--- src/rtl/seq_det_ctrl_pkg.sv ---
// Shared types and reset-default configuration for the sequence detector controller.
// Latency: n/a (types and constants only).
// Backpressure: n/a.
package seq_det_pkg;

    typedef enum logic [1:0] {
        IDLE = 2'd0,
        RUN  = 2'd1,
        DONE = 2'd2
    } state_t;

    // Unconfigured block behaves as the legacy overlapping 1010 detector
    localparam logic [31:0] DEF_PATTERN = 32'b1010;
    localparam int          DEF_LEN     = 4;
    localparam logic        DEF_OVERLAP = 1'b1;
    localparam int          DEF_TARGET  = 1;

    function automatic int clamp_len(input int len, input int max_len);
        if (len < 1) return 1;
        if (len > max_len) return max_len;
        return len;
    endfunction

endpackage

--- src/rtl/seq_det_ctrl_if.sv ---
// Config, run-control, serial data and status bundle for seq_det_ctrl.
// Latency: n/a (wires only).
// Backpressure: none; din_valid qualifies din, the detector always accepts.
interface seq_det_ctrl_if #(
    parameter int PAT_W = 8,
    parameter int CNT_W = 8,
    parameter int LEN_W = $clog2(PAT_W) + 1
);
    logic             cfg_we;
    logic [PAT_W-1:0] cfg_pattern;
    logic [LEN_W-1:0] cfg_len;
    logic             cfg_overlap;
    logic [CNT_W-1:0] cfg_target;
    logic             start;
    logic             abort;
    logic             din;
    logic             din_valid;
    logic             match;
    logic [CNT_W-1:0] match_cnt;
    logic             busy;
    logic             done;
`ifdef SEQ_DET_CTRL_TIMEOUT_EN
    logic             timeout;
`endif

    modport master (
`ifdef SEQ_DET_CTRL_TIMEOUT_EN
        input  timeout,
`endif
        output cfg_we, cfg_pattern, cfg_len, cfg_overlap, cfg_target,
        output start, abort, din, din_valid,
        input  match, match_cnt, busy, done
    );

    modport slave (
`ifdef SEQ_DET_CTRL_TIMEOUT_EN
        output timeout,
`endif
        input  cfg_we, cfg_pattern, cfg_len, cfg_overlap, cfg_target,
        input  start, abort, din, din_valid,
        output match, match_cnt, busy, done
    );

endinterface

--- src/rtl/seq_match_core.sv ---
// Bit-serial history, fill tracking and length-masked pattern compare.
// Latency: match is combinational in the cycle of the final bit.
// Backpressure: none; shifts only when en is high.
module seq_match_core #(
    parameter int PAT_W = 8,
    parameter int LEN_W = $clog2(PAT_W) + 1
) (
    input  logic             clk,
    input  logic             rst,
    input  logic             en,
    input  logic             din,
    input  logic             clr,
    input  logic             fill_clr,
    input  logic [PAT_W-1:0] pattern,
    input  logic [LEN_W-1:0] len,
    output logic             match
);

    localparam logic [LEN_W-1:0] FILL_MAX = LEN_W'(PAT_W - 1);

    logic [PAT_W-2:0] hist;
    logic [LEN_W-1:0] fill;
    logic [PAT_W-1:0] cand;
    logic [PAT_W-1:0] mask;

    assign cand = {hist, din};

    always_comb begin
        mask = '0;
        for (int i = 0; i < PAT_W; i++) begin
            if (i < int'(len)) mask[i] = 1'b1;
        end
    end

    // fill counts usable history bits, so a match cannot form from cleared bits
    assign match = en && (fill >= (len - LEN_W'(1))) && (((cand ^ pattern) & mask) == '0);

    always_ff @(posedge clk or negedge rst) begin
        if (!rst) begin
            hist <= '0;
            fill <= '0;
        end else if (clr) begin
            hist <= '0;
            fill <= '0;
        end else if (en) begin
            hist <= cand[PAT_W-2:0];
            if (fill_clr) begin
                fill <= '0;
            end else if (fill != FILL_MAX) begin
                fill <= fill + LEN_W'(1);
            end
        end
    end

endmodule

--- src/rtl/seq_det_ctrl.sv ---
// Run controller for a programmable Mealy sequence detector; SEQ_DET_CTRL_TIMEOUT_EN adds a no-match timeout.
// Latency: match same cycle as final bit; busy/done/match_cnt update on the following edge.
// Backpressure: none; din is consumed whenever din_valid is high in RUN.
module seq_det_ctrl
    import seq_det_pkg::*;
#(
    parameter int PAT_W   = 8,
    parameter int CNT_W   = 8,
`ifdef SEQ_DET_CTRL_TIMEOUT_EN
    parameter int TIMEOUT = 64,
`endif
    parameter int LEN_W   = $clog2(PAT_W) + 1
) (
    input  logic         clk,
    input  logic         rst,
    seq_det_ctrl_if.slave bus
);

    state_t           state;
    state_t           state_nxt;
    logic [PAT_W-1:0] pat_q;
    logic [LEN_W-1:0] len_q;
    logic             ovl_q;
    logic [CNT_W-1:0] tgt_q;
    logic [CNT_W-1:0] cnt_q;
    logic             busy_q;
    logic             done_q;
    logic             match;
    logic             run_en;
    logic             start_go;
    logic             cfg_go;
    logic             fill_clr;
    logic             hit_target;
    logic             to_hit;

    assign run_en     = (state == RUN) && bus.din_valid;
    assign start_go   = (state != RUN) && bus.start && !bus.abort;
    assign cfg_go     = (state != RUN) && bus.cfg_we;
    assign fill_clr   = match && !ovl_q;
    assign hit_target = match && (tgt_q != '0) && ((cnt_q + CNT_W'(1)) == tgt_q);

    seq_match_core #(
        .PAT_W (PAT_W),
        .LEN_W (LEN_W)
    ) u_core (
        .clk      (clk),
        .rst      (rst),
        .en       (run_en),
        .din      (bus.din),
        .clr      (start_go),
        .fill_clr (fill_clr),
        .pattern  (pat_q),
        .len      (len_q),
        .match    (match)
    );

    // Config is frozen while a run is in progress
    always_ff @(posedge clk or negedge rst) begin
        if (!rst) begin
            pat_q <= PAT_W'(DEF_PATTERN);
            len_q <= LEN_W'(DEF_LEN);
            ovl_q <= DEF_OVERLAP;
            tgt_q <= CNT_W'(DEF_TARGET);
        end else if (cfg_go) begin
            pat_q <= bus.cfg_pattern;
            len_q <= LEN_W'(clamp_len(int'(bus.cfg_len), PAT_W));
            ovl_q <= bus.cfg_overlap;
            tgt_q <= bus.cfg_target;
        end
    end

`ifdef SEQ_DET_CTRL_TIMEOUT_EN
    localparam int TO_W = $clog2(TIMEOUT + 1);

    logic [TO_W-1:0] idle_q;
    logic            to_q;

    // A match in the terminal cycle wins over the timeout
    assign to_hit = (state == RUN) && !match && (idle_q == TO_W'(TIMEOUT - 1));

    always_ff @(posedge clk or negedge rst) begin
        if (!rst) begin
            idle_q <= '0;
            to_q   <= 1'b0;
        end else if (start_go) begin
            idle_q <= '0;
            to_q   <= 1'b0;
        end else if (state == RUN) begin
            if (match) begin
                idle_q <= '0;
            end else if (!to_hit) begin
                idle_q <= idle_q + TO_W'(1);
            end
            if (to_hit && !bus.abort) to_q <= 1'b1;
        end
    end

    assign bus.timeout = to_q;
`else
    assign to_hit = 1'b0;
`endif

    always_comb begin
        state_nxt = state;
        case (state)
            IDLE: begin
                if (!bus.abort && bus.start) state_nxt = RUN;
            end
            RUN: begin
                if (bus.abort) begin
                    state_nxt = IDLE;
                end else if (hit_target || to_hit) begin
                    state_nxt = DONE;
                end
            end
            DONE: begin
                if (bus.abort) begin
                    state_nxt = IDLE;
                end else if (bus.start) begin
                    state_nxt = RUN;
                end
            end
            default: state_nxt = IDLE;
        endcase
    end

    always_ff @(posedge clk or negedge rst) begin
        if (!rst) begin
            state  <= IDLE;
            busy_q <= 1'b0;
            done_q <= 1'b0;
        end else begin
            state  <= state_nxt;
            busy_q <= (state_nxt == RUN);
            done_q <= (state_nxt == DONE);
        end
    end

    // Count saturates so a long target-0 run never wraps back to zero
    always_ff @(posedge clk or negedge rst) begin
        if (!rst) begin
            cnt_q <= '0;
        end else if (start_go) begin
            cnt_q <= '0;
        end else if (match && (cnt_q != '1)) begin
            cnt_q <= cnt_q + CNT_W'(1);
        end
    end

    assign bus.match     = match;
    assign bus.match_cnt = cnt_q;
    assign bus.busy      = busy_q;
    assign bus.done      = done_q;

endmodule

--- src/flat_wrapper.sv ---
// flat-port wrapper written by rule: the top's interface ports become plain ports
module seq_det_ctrl_flat import seq_det_pkg::*;
#(
    parameter int PAT_W   = 8,
    parameter int CNT_W   = 8,

    parameter int LEN_W   = $clog2(PAT_W) + 1
)
  (clk, rst, bus_cfg_we, bus_cfg_pattern, bus_cfg_len, bus_cfg_overlap, bus_cfg_target, bus_start, bus_abort, bus_din, bus_din_valid, bus_match, bus_match_cnt, bus_busy, bus_done);
  seq_det_ctrl_if #(.PAT_W(PAT_W), .CNT_W(CNT_W), .LEN_W(LEN_W)) bus_i ();
  input  logic clk;
  input  logic rst;
  input wire logic [$bits(bus_i.cfg_we)-1:0] bus_cfg_we;
  input wire logic [$bits(bus_i.cfg_pattern)-1:0] bus_cfg_pattern;
  input wire logic [$bits(bus_i.cfg_len)-1:0] bus_cfg_len;
  input wire logic [$bits(bus_i.cfg_overlap)-1:0] bus_cfg_overlap;
  input wire logic [$bits(bus_i.cfg_target)-1:0] bus_cfg_target;
  input wire logic [$bits(bus_i.start)-1:0] bus_start;
  input wire logic [$bits(bus_i.abort)-1:0] bus_abort;
  input wire logic [$bits(bus_i.din)-1:0] bus_din;
  input wire logic [$bits(bus_i.din_valid)-1:0] bus_din_valid;
  output wire logic [$bits(bus_i.match)-1:0] bus_match;
  output wire logic [$bits(bus_i.match_cnt)-1:0] bus_match_cnt;
  output wire logic [$bits(bus_i.busy)-1:0] bus_busy;
  output wire logic [$bits(bus_i.done)-1:0] bus_done;
  assign bus_i.cfg_we = bus_cfg_we;
  assign bus_i.cfg_pattern = bus_cfg_pattern;
  assign bus_i.cfg_len = bus_cfg_len;
  assign bus_i.cfg_overlap = bus_cfg_overlap;
  assign bus_i.cfg_target = bus_cfg_target;
  assign bus_i.start = bus_start;
  assign bus_i.abort = bus_abort;
  assign bus_i.din = bus_din;
  assign bus_i.din_valid = bus_din_valid;
  assign bus_match = bus_i.match;
  assign bus_match_cnt = bus_i.match_cnt;
  assign bus_busy = bus_i.busy;
  assign bus_done = bus_i.done;
  seq_det_ctrl #(.PAT_W(PAT_W), .CNT_W(CNT_W), .LEN_W(LEN_W)) u_core (.clk(clk), .rst(rst), .bus(bus_i));
endmodule
--- config.mk ---
export PLATFORM = sky130hd
export DESIGN_NAME = seq_det_ctrl_flat
export DESIGN_NICKNAME = d
export VERILOG_FILES = /design/src/rtl/seq_det_ctrl_pkg.sv /design/src/rtl/seq_det_ctrl_if.sv /design/src/rtl/seq_match_core.sv /design/src/rtl/seq_det_ctrl.sv /design/src/flat_wrapper.sv
export SDC_FILE = /design/constraint.sdc
export NUM_CORES = 1
export LEC_CHECK = 0
export CAP_MARGIN = 20
export CELL_PAD_IN_SITES_DETAIL_PLACEMENT = 1
export CELL_PAD_IN_SITES_GLOBAL_PLACEMENT = 1
export CORE_UTILIZATION = 39
export CTS_BUF_LIST = sky130_fd_sc_hd__clkbuf_2
export DETAILED_ROUTE_END_ITERATION = 12
export GPL_ROUTABILITY_DRIVEN = 0
export PLACE_DENSITY = 0.77
export SLEW_MARGIN = 20
export SYNTH_ARGS = -nofsm -noshare
export SYNTH_HDL_FRONTEND = slang
export SYNTH_SLANG_ARGS = --single-unit
--- constraint.sdc ---
create_clock -name clk -period 3.2 [get_ports clk]
set_input_delay 0.64 -clock clk [delete_from_list [all_inputs] [get_ports clk]]
set_output_delay 0.64 -clock clk [all_outputs]
set_load 0.01 [all_outputs]
==> out/results.ini, run 1 <==
[synth]
synth_seq_cells=44
syn_nets=272
ys_seq_area_share_pct=44.7
synth-edff-count=0
synth_area_um2=2470
yosysUniqueCellTypes=51
synthArstFlopShare_pct=100
postSynthCellCount=235
avgSynthCellArea_um2=10.5
synth_ff_type=dfrtp_1
ys_warn_count=0

[worst_hold_path]
worstHoldPathType=input port to asynchronous set/reset pin

[drt]
ant_nets=0
drt_iter0_markers=90
routed_wirelength_um=6030
vias_per_cell=5.52
first_pass_iters=4
drc=0
wl_per_cell_um=16.5
vias=2016

[sta]
hold_viol_final=0
worst_slack_ns=-0.143
period_needed_ns=3.34
slew_headroom_pct=50.5
drv_slew=0
skew_ns=0.0188
period_share_pct=104
worst_slew_pin_slew_ns=0.736
rsz0062_at_grt=true
setup-tns-final_ns=-0.143
setup_viol=1
fmax_mhz=299

[power_and_ir_drop]
power.density_nw_per_um2=459
finalPower_uw=1440
ir_drop_mv=0.241
p_leak_uw=0.00133

[floorplanning]
die_x_um=81.7
rows=28
io_pins=39
core_area_um2=6030
dieArea_um2=6670
die_h_um=81.7
start_util_pct=41.1

[cts]
htree_levels=2
cts_tree=yes
worst_skew_pair.late_latency_ns=0.44
ctsRootBufferMaster=clkbuf_2
clkTransAtPathRegs_ns=0.26
cts-hold-fix-buffers=0
clock_path_buffers=2
clock_sinks=44
cts_buffers=5

[worst_setup_path]
slowest_delay_ns=0.47
worst_r2r_endpoint=u_core.state[0]
r2r_start=u_core.len_q[0]
reg2reg_depth=11
startpoint_type=flip-flop
worstPathRequired_ns=2.56
crit_type=flip-flop to primary output
path_max_fanout=3
end_kind=primary output
worstPathCellList=inv_2 -> ha_4 -> xnor2_1 -> ha_1 -> o21a_1 -> o22ai_1 -> or3b_1 -> or4_4 -> inv_4 -> buf_6
cp_slowest_cell=dfrtp_1
r2r_setup_slack_ns=0.33
crit_arrival_ns=2.70

[global_route]
antenna_found_initial=0
grt_pass1_wl_um=10400
grt.overflow.total=0
grt.total_usage_pct=20.4
grt_pass1_vias=2142
grt_max_degree=45

[outcome]
violations=negative setup slack
outcome=complete, but fails checks

[finish]
drive_gt1_share_pct=22.4
fin_area_um2=3130
final_nets=326
fin_util_pct=51.9
n_antenna_cell=0
syn_to_final_growth_pct=26.4

[placement]
dpl.hpwl_um=4530
placed_area_um2=2990
io_buffers=38

[flow_run]
drv_cap=0

cell families (layout without fill, tap and decap cells):
kind of cell	after synthesis	count (layout)	share of synthesized area (%)
simple gates	66	66	15.4
buf+inv	20	75	3.99
fa+ha+maj	9	9	4.55
xor+xnor	17	17	6.02
mux	20	20	9.05
flops	44	44	44.7
compound gates	59	59	16.2
worst max-delay path: cells and delay by family, from the launching register on:
kind / cells / cell delay, ns
xor+xnor: 1 / 0.12
fa+ha+maj: 2 / 0.44
flops: 1 / 0.47
buf+inv: 3 / 0.24
compound gates: 2 / 0.17
simple gates: 2 / 0.81
placed cells by master (no fill, tap or decap), drive strengths merged, types with 4 or more instances in the layout:
| cell type | instances |
|---|---|
| a21oi | 10 |
| a22o | 6 |
| and3 | 4 |
| buf | 20 |
| clkbuf | 5 |
| clkdlybuf4s50 | 36 |
| dfrtp | 39 |
| dfstp | 5 |
| ha | 9 |
| inv | 11 |
| mux2 | 19 |
| nand2 | 15 |
| nand2b | 10 |
| nand3 | 9 |
| nor2 | 8 |
| nor3 | 4 |
| o211ai | 4 |
| o21ai | 14 |
| o22ai | 4 |
| xnor2 | 9 |
| xor2 | 8 |
registers in the layout (all words and copies together) (netlist names):
register	count
u_core.ovl_q	1
u_core.u_core.hist	7
u_core.state	2
u_core.pat_q	8
u_core.bus.busy	1
u_core.tgt_q	8
u_core.u_core.fill	4
u_core.bus.match_cnt	8
u_core.len_q	4
u_core.bus.done	1
repair_timing:
action / CTS / global route
gates resized for setup: 11 / 3
buffers inserted: 4 / 0
cloned: 0 / 0
setup endpoints to repair: 1 / 1
pin swaps: 1 / 0
how the worst max path moves through the flow:
stage / start / endpoint / slack, ns / depth (start not counted)
after CTS: u_core.len_q[1] / bus_match / -0.19 / 10
after floorplan: u_core.len_q[0] / bus_match / 0.16 / 11
after global placement: u_core.len_q[0] / bus_match / -0.12 / 10
final: u_core.len_q[0] / bus_match / -0.14 / 10
after detailed placement: u_core.len_q[0] / bus_match / -0.21 / 10
after global routing: u_core.len_q[0] / bus_match / -0.28 / 10
where the power goes:
| part | switching (µW) | internal (µW) | total, µW |
|---|---|---|---|
| clock | 206 | 135 | 341 |
| sequential | 75.0 | 632 | 707 |
| combinational | 171 | 218 | 389 |
layout make-up:
type	instances	area, µm²
fill	682	2900
sequential	44	1110
multi-input combinational	171	1290
timing repair buffer	56	518
tap	75	93.8
inverter	11	43.8
clock inverter	3	47.5
clock buffer	5	25.0
stage by stage:
step                      hold WS (ns)  setup slack [ns]  instances
final                            0.140            -0.143        365
after global routing             0.153            -0.281        365
after CTS                        0.362            -0.191        365
after detailed placement         0.515            -0.211        353
after global placement           0.502            -0.124        353
after floorplan                  0.344             0.162        235
cells in the mapped netlist (4+ instances only):
master	count	share of area [%]
a21oi_1	10	2.0
a22o_1	6	2.1
and3_1	4	1.0
clkbuf_1	4	0.61
dfrtp_1	39	39
dfstp_2	5	5.3
ha_1	9	4.6
inv_1	10	1.5
mux2_2	19	8.6
nand2_1	15	2.3
nand2b_1	9	2.3
nand3_1	9	1.8
nor2_1	8	1.2
nor3_1	4	0.81
o211ai_1	4	1.2
o21ai_0	9	1.8
o21ai_1	4	0.81
o22ai_1	4	1.0
xnor2_1	9	3.2
xor2_1	8	2.8
layer usage:
| layer | vias up | routed length, µm | part of all wire (%) | track usage [%] |
|---|---|---|---|---|
| met1 | 1017 | 2930 | 49 | 28.4 |
| met2 | 32 | 2870 | 48 | 33.0 |
| li1 | 961 | - | - | - |
| met5 | - | 0 | 0 | 0 |
| met4 | 0 | 29 | 0.48 | 3.51 |
| met3 | 6 | 195 | 3.2 | 4.44 |
Power figures use the tool's default switching activity.
==> run 2: changes to the inputs <==
--- a/config.mk
+++ b/config.mk
@@ -5,14 +5,15 @@
 export SDC_FILE = /design/constraint.sdc
 export NUM_CORES = 1
 export LEC_CHECK = 0
+export ABC_AREA = 1
 export CAP_MARGIN = 20
 export CELL_PAD_IN_SITES_DETAIL_PLACEMENT = 1
 export CELL_PAD_IN_SITES_GLOBAL_PLACEMENT = 1
-export CORE_UTILIZATION = 39
+export CORE_UTILIZATION = 36
 export CTS_BUF_LIST = sky130_fd_sc_hd__clkbuf_2
 export DETAILED_ROUTE_END_ITERATION = 12
 export GPL_ROUTABILITY_DRIVEN = 0
-export PLACE_DENSITY = 0.77
+export PLACE_DENSITY = 0.76
 export SLEW_MARGIN = 20
 export SYNTH_ARGS = -nofsm -noshare
 export SYNTH_HDL_FRONTEND = slang
==> run 2 against run 1 <==
Net effect: the flow finishes with violations (design-rule violations); via count rose by 8.1%; global-route usage down 0.91 points; register-to-register slack better by 0.71 ns; sequential share of layout area grew 1.3 points; hold slack improved by 0.037 ns; wire length rose by 6.2%; clock skew increased by 0.0038 ns; non-clock buffer count fell by 12; first-iteration DRC count decreased by 32%; maximum frequency is 12% higher; critical path depth increased by 3.
==> out/results.ini, run 2 <==
[outcome]
outcome=complete, but fails checks
violations=design-rule violations

[worst_setup_path]
end_kind=primary output
path_max_fanout=4  ; +1
worstPathCellList=inv_2 -> nand3_1 -> xor2_1 -> ha_1 -> nand2_1 -> inv_1 -> nand3_1 -> nand3_1 -> nand2_1 -> inv_2 -> nand3_2 -> inv_2 -> clkdlybuf4s15_1
worstPathRequired_ns=2.56  ; about the same
cp_slowest_cell=dfrtp_1
crit_type=flip-flop to primary output
critPathBufInv=5  ; +2
startpoint_type=flip-flop
cp_top_family=buffers and inverters
slowest_delay_ns=0.45  ; -0.02 ns
crit_arrival_ns=2.35  ; -0.35 ns

[cts]
clock_sinks=44  ; unchanged
cts-hold-fix-buffers=0  ; unchanged
clock_path_buffers=2  ; unchanged
htree_levels=2  ; unchanged
cts_buffers=5  ; unchanged
worst_skew_pair.late_latency_ns=0.41  ; -0.03 ns
ctsRootBufferMaster=clkbuf_2
clkTransAtPathRegs_ns=0.24  ; -0.02 ns
cts_tree=yes

[drt]
ant_nets=0  ; unchanged
wl_per_cell_um=14.1  ; -14%
vias=2180  ; +8.1%
routed_wirelength_um=6400  ; +6.2%
vias_per_cell=4.81  ; -13%
first_pass_iters=8  ; +4
drt_iter0_markers=61  ; -32%
drc=2  ; +2

[synth]
synthArstFlopShare_pct=100  ; unchanged
synth-edff-count=0  ; unchanged
synth_ff_type=dfrtp_1
synth_top_area_share_pct=39.7  ; +0.28 points
synth_area_leaders=dfrtp_1, nand2_1, inv_1
synth.most_common_cell=nand2_1
synth.largest_area_cell=dfrtp_1
syn_nets=365  ; +34%
synth_area_um2=2460  ; -0.71%
yosys-top-cells-count=nand2_1, inv_1, dfrtp_1
yosysUniqueCellTypes=28  ; -45%
synth_seq_cells=44  ; unchanged
avgSynthCellArea_um2=7.49  ; -29%
ys_seq_area_share_pct=45.1  ; +0.32 points
postSynthCellCount=328  ; +40%
ys_warn_count=0  ; unchanged

[finish]
n_antenna_cell=0  ; unchanged
layout_common_cells=nand2_1, inv_1, dfrtp_1
final_nets=412  ; +26%
final_common_cell=nand2_1
fin_area_um2=3020  ; -3.6%
syn_to_final_growth_pct=22.8
drive_gt1_share_pct=10.9  ; -12 points

[sta]
slew_headroom_pct=60.0  ; +9.5 points
setup_viol=0  ; -1
setup-tns-final_ns=0  ; +0.143 ns
drv_slew=0  ; unchanged
skew_ns=0.0226  ; +0.00376 ns
period_share_pct=93.5  ; -11 points
rsz0062_at_grt=false
period_needed_ns=2.99  ; -0.352 ns
fmax_mhz=334  ; +12%
hold_viol_final=0  ; unchanged
worst_slew_pin_slew_ns=0.599  ; -0.137 ns

[placement]
dpl.hpwl_um=4760  ; +5.0%
io_buffers=38  ; unchanged
placed_area_um2=2930  ; -2.1%

[floorplanning]
die_h_um=84.6  ; +3.6%
start_util_pct=38.0  ; -3.0 points
die_x_um=84.6  ; +3.6%
dieArea_um2=7160  ; +7.4%
core_area_um2=6460  ; +7.2%
io_pins=39  ; unchanged
rows=29  ; +3.6%

[global_route]
grt_pass1_wl_um=11100  ; +7.2%
grt_pass1_vias=2351  ; +9.8%
grt.overflow.total=0  ; unchanged
grt.total_usage_pct=19.5  ; -0.91 points
antenna_found_initial=0  ; unchanged
grt_max_degree=45  ; unchanged

[power_and_ir_drop]
power.density_nw_per_um2=476  ; +3.6%
ir_drop_mv=0.262  ; +8.6%
p_leak_uw=0.00155  ; +16%

[flow_run]
drv_cap=0  ; unchanged

[worst_hold_path]
worstHoldPathType=input port to asynchronous set/reset pin

## run 2: cell count changes in the layout (fill, tap and decap cells not counted), sizes merged, moves of 6 or more
cell    delta
nand3     +16
nor2      +21
o22ai      +9
nand2    +101
xnor2      -7
a21oi      -6
mux2      -19
buf       -13
nand2b    -10
a22o       -6
inv       +39
## run 2: repair_timing
action | in CTS | in global routing
resized for setup | 5 | 3
endpoints found under the setup margin | 1 | 1
buffers inserted | 3 | 1
pin swaps | 0 | 1
## run 2: where the power goes
part	switching (µW)	leakage, µW	total (µW)	internal [µW]
Sequential	76.9	0.000561	718	641
Clock	190	0.0000302	239	49.2
Combinational	269	0.000955	478	209
Total	536	0.00155	1430	899
## run 2: area by class of cell
cell class                      count  area [µm²]
Timing Repair Buffer               44         423
Tap cell                           77        96.3
Clock buffer                        5        25.0
Sequential cell                    44        1110
Multi-Input combinational cell    229        1150
Inverter                           51         196
Fill cell                         832        3440
Clock inverter                      3        13.8
## run 2: path summary, 6_finish.rpt
| path | startpoint | end | slack, ns | depth (start not counted) |
|---|---|---|---|---|
| setup / recovery | u_core.len_q[0] | bus_match | 0.21 | 13 |
| hold / removal | rst | u_core.len_q[0] | 0.18 | 1 |
| setup reg to reg | u_core.len_q[0] | u_core.u_core.fill[0] | 1.04 | 15 |
| hold reg to reg | u_core.tgt_q[0] | u_core.tgt_q[0] | 0.51 | 2 |
| max in group asynchronous | rst | u_core.pat_q[1] | 2.58 | 1 |
| min in group clk | u_core.tgt_q[0] | u_core.tgt_q[0] | 0.51 | 2 |
## run 2: kinds of logic (layout without fill, tap and decap cells)
logic type / after synthesis / count (layout) / synth area share, %
AO/OA/AOI/OAI: 36 / 36 / 8.35
XOR/XNOR: 8 / 8 / 3.16
adder cells (fa/ha/maj): 9 / 9 / 4.58
buffers and inverters: 55 / 103 / 8.66
flip-flops: 44 / 44 / 45.1
AND/OR/NAND/NOR: 176 / 176 / 30.2
## run 2: stage by stage
stage / util [%] / power (µW) / instances / setup slack, ns / hold WS (ns)
CTS: 46.5 / 1450 / 452 / 0.0698 / 0.390
global route: 46.7 / 1560 / 453 / 0.0133 / 0.197
finish: 46.7 / 1430 / 453 / 0.208 / 0.176
global placement: 45.3 / 1160 / 441 / 0.264 / 0.485
detailed placement: 45.3 / 1190 / 441 / 0.236 / 0.486
floorplan: - / 1020 / 328 / 0.986 / 0.344
## run 2: worst register-to-register path: stages, from the launching register on
cell	delay [ns]
dfrtp_1	0.45
inv_2	0.11
nand3_1	0.10
xor2_1	0.15
ha_1	0.30
nand2_1	0.05
inv_1	0.07
nand3_1	0.07
nand3_1	0.09
nand2_1	0.07
inv_2	0.07
nand4_1	0.12
nand3_1	0.21
nand2_2	0.10
nand2_1	0.08
nand2_1	0.05
## run 2: routing by layer
metal	GRT usage, %	share of wire [%]	up-vias
met2	32.4	45	34
met4	4.16	0.53	0
met5	0	0	-
met1	27.0	51	1025
li1	-	-	1119
met3	3.15	3.2	2
